[src/rtl/pi_share_sched_pkg.sv]
// Shared types and constants for the time-shared PI scheduler.
package pi_share_sched_pkg;

   typedef enum logic [1:0] {
      S_IDLE = 2'd0,
      S_ERR  = 2'd1,
      S_MAC  = 2'd2,
      S_WB   = 2'd3
   } state_e;

   localparam int FRAC_DEFAULT = 8;
   // Headroom above W+GW so Kp*diff + Ki*err never wraps.
   localparam int MAC_GUARD    = 2;

endpackage

[src/rtl/pi_share_sched_mac.sv]
// Registered PI multiply-accumulate: (kp*diff + ki*err) >>> FRAC, floor rounding.
module pi_share_sched_mac
   import pi_share_sched_pkg::*;
#(
   parameter  int W    = 32,
   parameter  int GW   = 16,
   parameter  int FRAC = FRAC_DEFAULT,
   localparam int PW   = W + GW + MAC_GUARD
) (
   input  logic                 clk,
   input  logic                 rst_n,
   input  logic                 load_i,
   input  logic [GW-1:0]        kp_i,
   input  logic [GW-1:0]        ki_i,
   input  logic signed [W-1:0]  err_i,
   input  logic signed [W-1:0]  diff_i,
   output logic signed [PW-1:0] delta_o
);

   logic signed [PW-1:0] kp_s, ki_s, err_s, diff_s, acc_s;
   logic signed [PW-1:0] delta_d, delta_q;

   always_comb begin
      kp_s    = {{(PW-GW){1'b0}}, kp_i};
      ki_s    = {{(PW-GW){1'b0}}, ki_i};
      err_s   = {{(PW-W){err_i[W-1]}}, err_i};
      diff_s  = {{(PW-W){diff_i[W-1]}}, diff_i};
      acc_s   = kp_s * diff_s + ki_s * err_s;
      delta_d = acc_s >>> FRAC;
   end

   always_ff @(posedge clk or negedge rst_n) begin
      if (!rst_n) begin
         delta_q <= '0;
      end else if (load_i) begin
         delta_q <= delta_d;
      end
   end

   assign delta_o = delta_q;

endmodule

[src/rtl/pi_share_sched.sv]
// Round-robin time-sharing of one incremental PI engine across N_CH channels,
// with per-channel capture buffers, state bank and clamped integrators.
module pi_share_sched
   import pi_share_sched_pkg::*;
#(
   parameter  int                N_CH  = 2,
   parameter  int                W     = 32,
   parameter  int                GW    = 16,
   parameter  int                FRAC  = FRAC_DEFAULT,
   parameter  logic signed [W-1:0] U_MAX = {1'b0, {(W-1){1'b1}}},
   parameter  logic signed [W-1:0] U_MIN = {1'b1, {(W-1){1'b0}}},
   localparam int                CW    = (N_CH > 1) ? $clog2(N_CH) : 1
) (
   input  logic                 clk,
   input  logic                 rst_n,
   input  logic [N_CH-1:0]      en_i,
   input  logic [N_CH-1:0]      clr_i,
   input  logic [N_CH-1:0]      s_valid,
   input  logic [N_CH*W-1:0]    s_data,
   input  logic [N_CH*W-1:0]    ref_i,
   input  logic [N_CH*GW-1:0]   kp_i,
   input  logic [N_CH*GW-1:0]   ki_i,
   output logic                 y_valid,
   output logic [CW-1:0]        y_ch,
   output logic [W-1:0]         y_data,
   output logic [N_CH*W-1:0]    uk_o,
   output logic [N_CH-1:0]      sat_o,
   output logic [N_CH-1:0]      ovf_o,
   output logic                 busy_o
);

   localparam int unsigned NC = N_CH;
   localparam int          PW = W + GW + MAC_GUARD;
   localparam logic signed [PW:0] UMAX_W = {{(PW+1-W){U_MAX[W-1]}}, U_MAX};
   localparam logic signed [PW:0] UMIN_W = {{(PW+1-W){U_MIN[W-1]}}, U_MIN};

   function automatic logic signed [W-1:0] sat_w(input logic signed [W:0] v);
      if (v[W] != v[W-1]) begin
         return v[W] ? {1'b1, {(W-1){1'b0}}} : {1'b0, {(W-1){1'b1}}};
      end
      return v[W-1:0];
   endfunction

   state_e               state_q, state_d;
   logic [N_CH-1:0]      pend_q, ovf_q, sat_q;
   logic signed [W-1:0]  pbuf_q [N_CH];
   logic signed [W-1:0]  u_q    [N_CH];
   logic signed [W-1:0]  ep_q   [N_CH];
   logic [CW-1:0]        ptr_q, ptr_d, g_q;
   logic signed [W-1:0]  x_q, err_q, diff_q;
   logic [GW-1:0]        kp_q, ki_q;
   logic                 kill_q, kill_d;
   logic                 y_valid_q;
   logic [CW-1:0]        y_ch_q;
   logic signed [W-1:0]  y_data_q;

   logic signed [W-1:0]  ref_a [N_CH];
   logic signed [W-1:0]  sd_a  [N_CH];
   logic [GW-1:0]        kp_a  [N_CH];
   logic [GW-1:0]        ki_a  [N_CH];
   logic [N_CH-1:0]      req;
   logic                 gnt_any, grant_now, kill_eff, wb_fire, clamped;
   logic [CW-1:0]        gnt_idx;
   int unsigned          rr_idx;
   logic signed [W-1:0]  err_c, diff_c, u_new;
   logic signed [PW-1:0] delta;
   logic signed [PW:0]   sum_w;

   always_comb begin
      uk_o = '0;
      for (int unsigned c = 0; c < NC; c++) begin
         ref_a[c]          = ref_i[c*W +: W];
         sd_a[c]           = s_data[c*W +: W];
         kp_a[c]           = kp_i[c*GW +: GW];
         ki_a[c]           = ki_i[c*GW +: GW];
         uk_o[c*W +: W]    = u_q[c];
      end
   end

   // A channel being cleared this cycle is never granted.
   always_comb begin
      req     = pend_q & en_i & ~clr_i;
      gnt_any = 1'b0;
      gnt_idx = '0;
      rr_idx  = 0;
      for (int unsigned k = 0; k < NC; k++) begin
         rr_idx = (k + 32'(ptr_q)) % NC;
         if (!gnt_any && req[rr_idx]) begin
            gnt_any = 1'b1;
            gnt_idx = CW'(rr_idx);
         end
      end
      grant_now = gnt_any && (state_q == S_IDLE || state_q == S_WB);
      ptr_d     = CW'((32'(gnt_idx) + 32'd1) % NC);
   end

   always_comb begin
      err_c    = sat_w({ref_a[g_q][W-1], ref_a[g_q]} - {x_q[W-1], x_q});
      diff_c   = sat_w({err_c[W-1], err_c} - {ep_q[g_q][W-1], ep_q[g_q]});
      sum_w    = {{(PW+1-W){u_q[g_q][W-1]}}, u_q[g_q]} + {delta[PW-1], delta};
      clamped  = 1'b1;
      if (sum_w > UMAX_W) begin
         u_new = U_MAX;
      end else if (sum_w < UMIN_W) begin
         u_new = U_MIN;
      end else begin
         u_new   = sum_w[W-1:0];
         clamped = 1'b0;
      end
      kill_eff = kill_q | clr_i[g_q];
      wb_fire  = (state_q == S_WB) && !kill_eff;
   end

   always_comb begin
      state_d = state_q;
      kill_d  = kill_q;
      case (state_q)
         S_IDLE: begin
            kill_d = 1'b0;
            if (grant_now) state_d = S_ERR;
         end
         S_ERR: begin
            state_d = S_MAC;
            kill_d  = kill_eff;
         end
         S_MAC: begin
            state_d = S_WB;
            kill_d  = kill_eff;
         end
         S_WB: begin
            kill_d  = 1'b0;
            state_d = grant_now ? S_ERR : S_IDLE;
         end
         default: state_d = S_IDLE;
      endcase
   end

   always_ff @(posedge clk or negedge rst_n) begin
      if (!rst_n) begin
         state_q   <= S_IDLE;
         kill_q    <= 1'b0;
         ptr_q     <= '0;
         g_q       <= '0;
         x_q       <= '0;
         err_q     <= '0;
         diff_q    <= '0;
         kp_q      <= '0;
         ki_q      <= '0;
         y_valid_q <= 1'b0;
         y_ch_q    <= '0;
         y_data_q  <= '0;
      end else begin
         state_q   <= state_d;
         kill_q    <= kill_d;
         y_valid_q <= wb_fire;
         if (grant_now) begin
            g_q   <= gnt_idx;
            x_q   <= pbuf_q[gnt_idx];
            ptr_q <= ptr_d;
         end
         if (state_q == S_ERR) begin
            err_q  <= err_c;
            diff_q <= diff_c;
            kp_q   <= kp_a[g_q];
            ki_q   <= ki_a[g_q];
         end
         if (wb_fire) begin
            y_ch_q   <= g_q;
            y_data_q <= u_new;
         end
      end
   end

   // Capture coinciding with a grant of the same channel refills the buffer without overflow.
   always_ff @(posedge clk or negedge rst_n) begin
      if (!rst_n) begin
         pend_q <= '0;
         ovf_q  <= '0;
         sat_q  <= '0;
         for (int unsigned c = 0; c < NC; c++) begin
            pbuf_q[c] <= '0;
            u_q[c]    <= '0;
            ep_q[c]   <= '0;
         end
      end else begin
         for (int unsigned c = 0; c < NC; c++) begin
            if (clr_i[c]) begin
               pend_q[c] <= 1'b0;
               ovf_q[c]  <= 1'b0;
               sat_q[c]  <= 1'b0;
               u_q[c]    <= '0;
               ep_q[c]   <= '0;
            end else begin
               if (!en_i[c]) begin
                  pend_q[c] <= 1'b0;
               end else if (s_valid[c]) begin
                  pbuf_q[c] <= sd_a[c];
                  pend_q[c] <= 1'b1;
                  if (pend_q[c] && !(grant_now && gnt_idx == CW'(c))) ovf_q[c] <= 1'b1;
               end else if (grant_now && gnt_idx == CW'(c)) begin
                  pend_q[c] <= 1'b0;
               end
               if (wb_fire && g_q == CW'(c)) begin
                  u_q[c]   <= u_new;
                  ep_q[c]  <= err_q;
                  sat_q[c] <= clamped;
               end
            end
         end
      end
   end

   pi_share_sched_mac #(
      .W    (W),
      .GW   (GW),
      .FRAC (FRAC)
   ) u_mac (
      .clk     (clk),
      .rst_n   (rst_n),
      .load_i  (state_q == S_MAC),
      .kp_i    (kp_q),
      .ki_i    (ki_q),
      .err_i   (err_q),
      .diff_i  (diff_q),
      .delta_o (delta)
   );

   assign y_valid = y_valid_q;
   assign y_ch    = y_ch_q;
   assign y_data  = y_data_q;
   assign sat_o   = sat_q;
   assign ovf_o   = ovf_q;
   assign busy_o  = (state_q != S_IDLE);

endmodule

[config.mk]
export PLATFORM = sky130hd
export DESIGN_NAME = pi_share_sched
export DESIGN_NICKNAME = d
export VERILOG_FILES = /design/src/rtl/pi_share_sched_pkg.sv /design/src/rtl/pi_share_sched_mac.sv /design/src/rtl/pi_share_sched.sv
export SDC_FILE = /design/constraint.sdc
export NUM_CORES = 2
export LEC_CHECK = 0
export BUFFER_PORTS_ARGS = -buffer_cell sky130_fd_sc_hd__buf_2
export CAP_MARGIN = 20
export CORE_UTILIZATION = 44
export CTS_CLUSTER_SIZE = 30
export DETAILED_ROUTE_END_ITERATION = 8
export PLACE_DENSITY = 0.6
export SLEW_MARGIN = 5
export SYNTH_ARGS = -nofsm -noshare
export SYNTH_HDL_FRONTEND = slang
export SYNTH_SLANG_ARGS = --single-unit
[constraint.sdc]
create_clock -name clk -period 10.8 [get_ports clk]
set_input_delay 1.08 -clock clk [delete_from_list [all_inputs] [get_ports clk]]
set_output_delay 1.08 -clock clk [all_outputs]
set_load 0.03 [all_outputs]
==> run summary <==
status: finished, final reports clean
# Max-Cap Violations: 0
die area: 0.135 mm^2
Rows: 133
layout cells sized above 1: 0.122
CTS Hold Bufs: 0
Syn Area/Cell: 9.57 um^2
port buffer count: 302
Crit. End Element: flip-flop
# fillers: 12.5k
clock sink count: 407
Synth Area in Adders: 0.430
crit share post-route: 0.862
Avg WL per Cell: 21.8 um
total CTS buffers: 47
Peak Freq: 107 MHz
post-synthesis simple-gate area fraction: 0.141
Syn Inst Count: 6156
yosys warns: 0
Post-CTS Setup Inserts: 0
Final Max Tran Viols: 0
Synth Area in XOR/XNOR: 0.0221
final critical path time including I/O delays and setup: 9.31 ns
Area Growth Syn to Fin: 8.80%
area fraction in compound gates after synthesis: 0.0864
vias after detailed routing: 43.1k
IO Pins: 303
Die X: 368 um
# H-tree levels: 2
max_slew headroom: 0.210
Total Nets Final: 7873
CP Data Arrival Time: 9.84 ns
Final Hold Vio Count: 0
initial antenna violation count: 8
sequential area share after synthesis: 0.173
Worst EP required: 11.33 ns
GP Congestion: 0.914
initial core utilization: 0.446
main combinational cell family by area after synthesis: adder cells
vias in the first global route: 45.9k
pin count of the biggest net entering global routing: 127
flops & latches, synth: 407
die height: 368 um
CTS tree: built
EDFF count, synth: 0
total track usage: 0.268
commonest non-fill, non-tap cell in the layout: inv_1
RSZ-0062 raised after global routing: false
CTS Buffer Depth: 3
ys async rst share: 1.00
HP Class: flip-flop to flip-flop
post-synthesis mux area share: 0.0475
1st-iter DRT viols: 2902
post-DP HPWL: 141 mm
first-pass GRT wire length: 278 mm
crit path kind: flip-flop to flip-flop
CP Max Fanout: 45
First-pass DRT Iterations: 7
final WL: 176 mm
Critical path buffers and inverters: 2
CTS root buf: clkbuf_16
Distinct cells, synth: 77
Final setup viols: 0
Fin Setup TNS: 0 ns
crit-path leading delay family: compound AO/OA/AOI/OAI gates
antenna diode count: 0
Slew @ Worst Pin: 1.18 ns
crit start category: flip-flop
Top FF cell, synth: dfrtp_1
Clock Latency Late Sink: 0.63 ns
Max Clock Skew: 0.0445 ns
post-synth net total: 7733
PostCTS Resize Cnt: 0
Antenna Nets Post-Route: 0
Crit-path slowest cell: dfrtp_4
most frequent cells in the layout: inv_1 (1247), fa_1 (1076), and2_1 (668)
CTS clk-pin slew, worst paths: 0.06 ns
GRT overflow: 0
placeable core area: 0.132 mm^2
DRC: 0
Worst path max stage delay: 0.84 ns
Syn Std Cell Area: 0.0589 mm^2
vias per cell: 5.32
[final timing paths]
check | from | endpoint | slack (ns) | depth (start not counted)
min in group asynchronous | rst_n | pbuf_q[17] | 0.51 | 1
max | g_q | diff_q[5] | 1.49 | 29
max reg2reg | g_q | diff_q[5] | 1.49 | 29
min | y_ch | y_ch | 0.47 | 1
min reg2reg | y_ch | y_ch | 0.47 | 1
max in group asynchronous | rst_n | kp_q[7] | 8.19 | 3
[synthesized netlist by cell type, types with 70 or more instances]
cell type  instances  area [um^2]
ha_1             301         3770
nand2_1          615         2310
a21oi_1          181          906
xnor2_1           95          832
nand2b_1          81          507
mux2_2           188         2120
dfrtp_1          407        10200
a21o_1            70          526
clkbuf_1         284         1070
inv_1           1247         4680
and2_1           668         4180
fa_1            1076        21500
nor2_1           121          454
o21ai_0          186          931
[cell type report]
class,instances,area (um^2),share of cell area
inverter,1247,4680,0.0730
multi-input combinational,4189,43000,0.670
clock inverter,21,420,0.00656
tap,1755,2200,0.0342
clock buffer,64,1370,0.0214
timing repair buffer,404,2310,0.0361
sequential,407,10200,0.159
[per-stage QoR]
step	setup WS [ns]	std cells	cell area (um^2)	utilization	hold WS [ns]
5_1_grt	0.622	8087	64100	0.485	0.489
2_1_floorplan	3.11	6156	58900	-	0.453
6_report	1.49	8087	64100	0.485	0.472
3_5_place_dp	1.42	8002	62300	0.472	0.462
3_3_place_gp	1.52	8001	62300	0.472	0.456
4_1_cts	1.58	8087	64100	0.485	0.476
[metal layers]
metal  track usage  vias to the layer above  wire length [um]
li1              -                    19128                 -
met3        0.0362                      185             10800
met2         0.434                     1295             82200
met1         0.384                    22441             79200
met5             0                        -                22
met4        0.0537                        4              3790
[logic make-up after synthesis]
family | Yosys count
AOI/OAI and AO/OA | 781
xor gates and xnor gates | 149
adders and majority gates | 1379
buffers and inverters | 1560
DFF | 407
muxes | 256
and+or+nand+nor | 1624
[sequential cells by signal, summed over array words and instances (netlist names)]
register and count:
ptr_q 1, g_q 1, pbuf_q 64, pend_q 2, y_valid 1, state_q 2, ep_q 64, x_q 32
diff_q 32, y_data 32, sat_o 2, y_ch 1, err_q 32, ki_q 16, kp_q 16, kill_q 1
u_mac.delta_o 42, uk_o 64, ovf_o 2
Power is left out: the tool's default activity adds up to more than one toggle a clock period on the data nets, which glitch-free logic cannot reach.
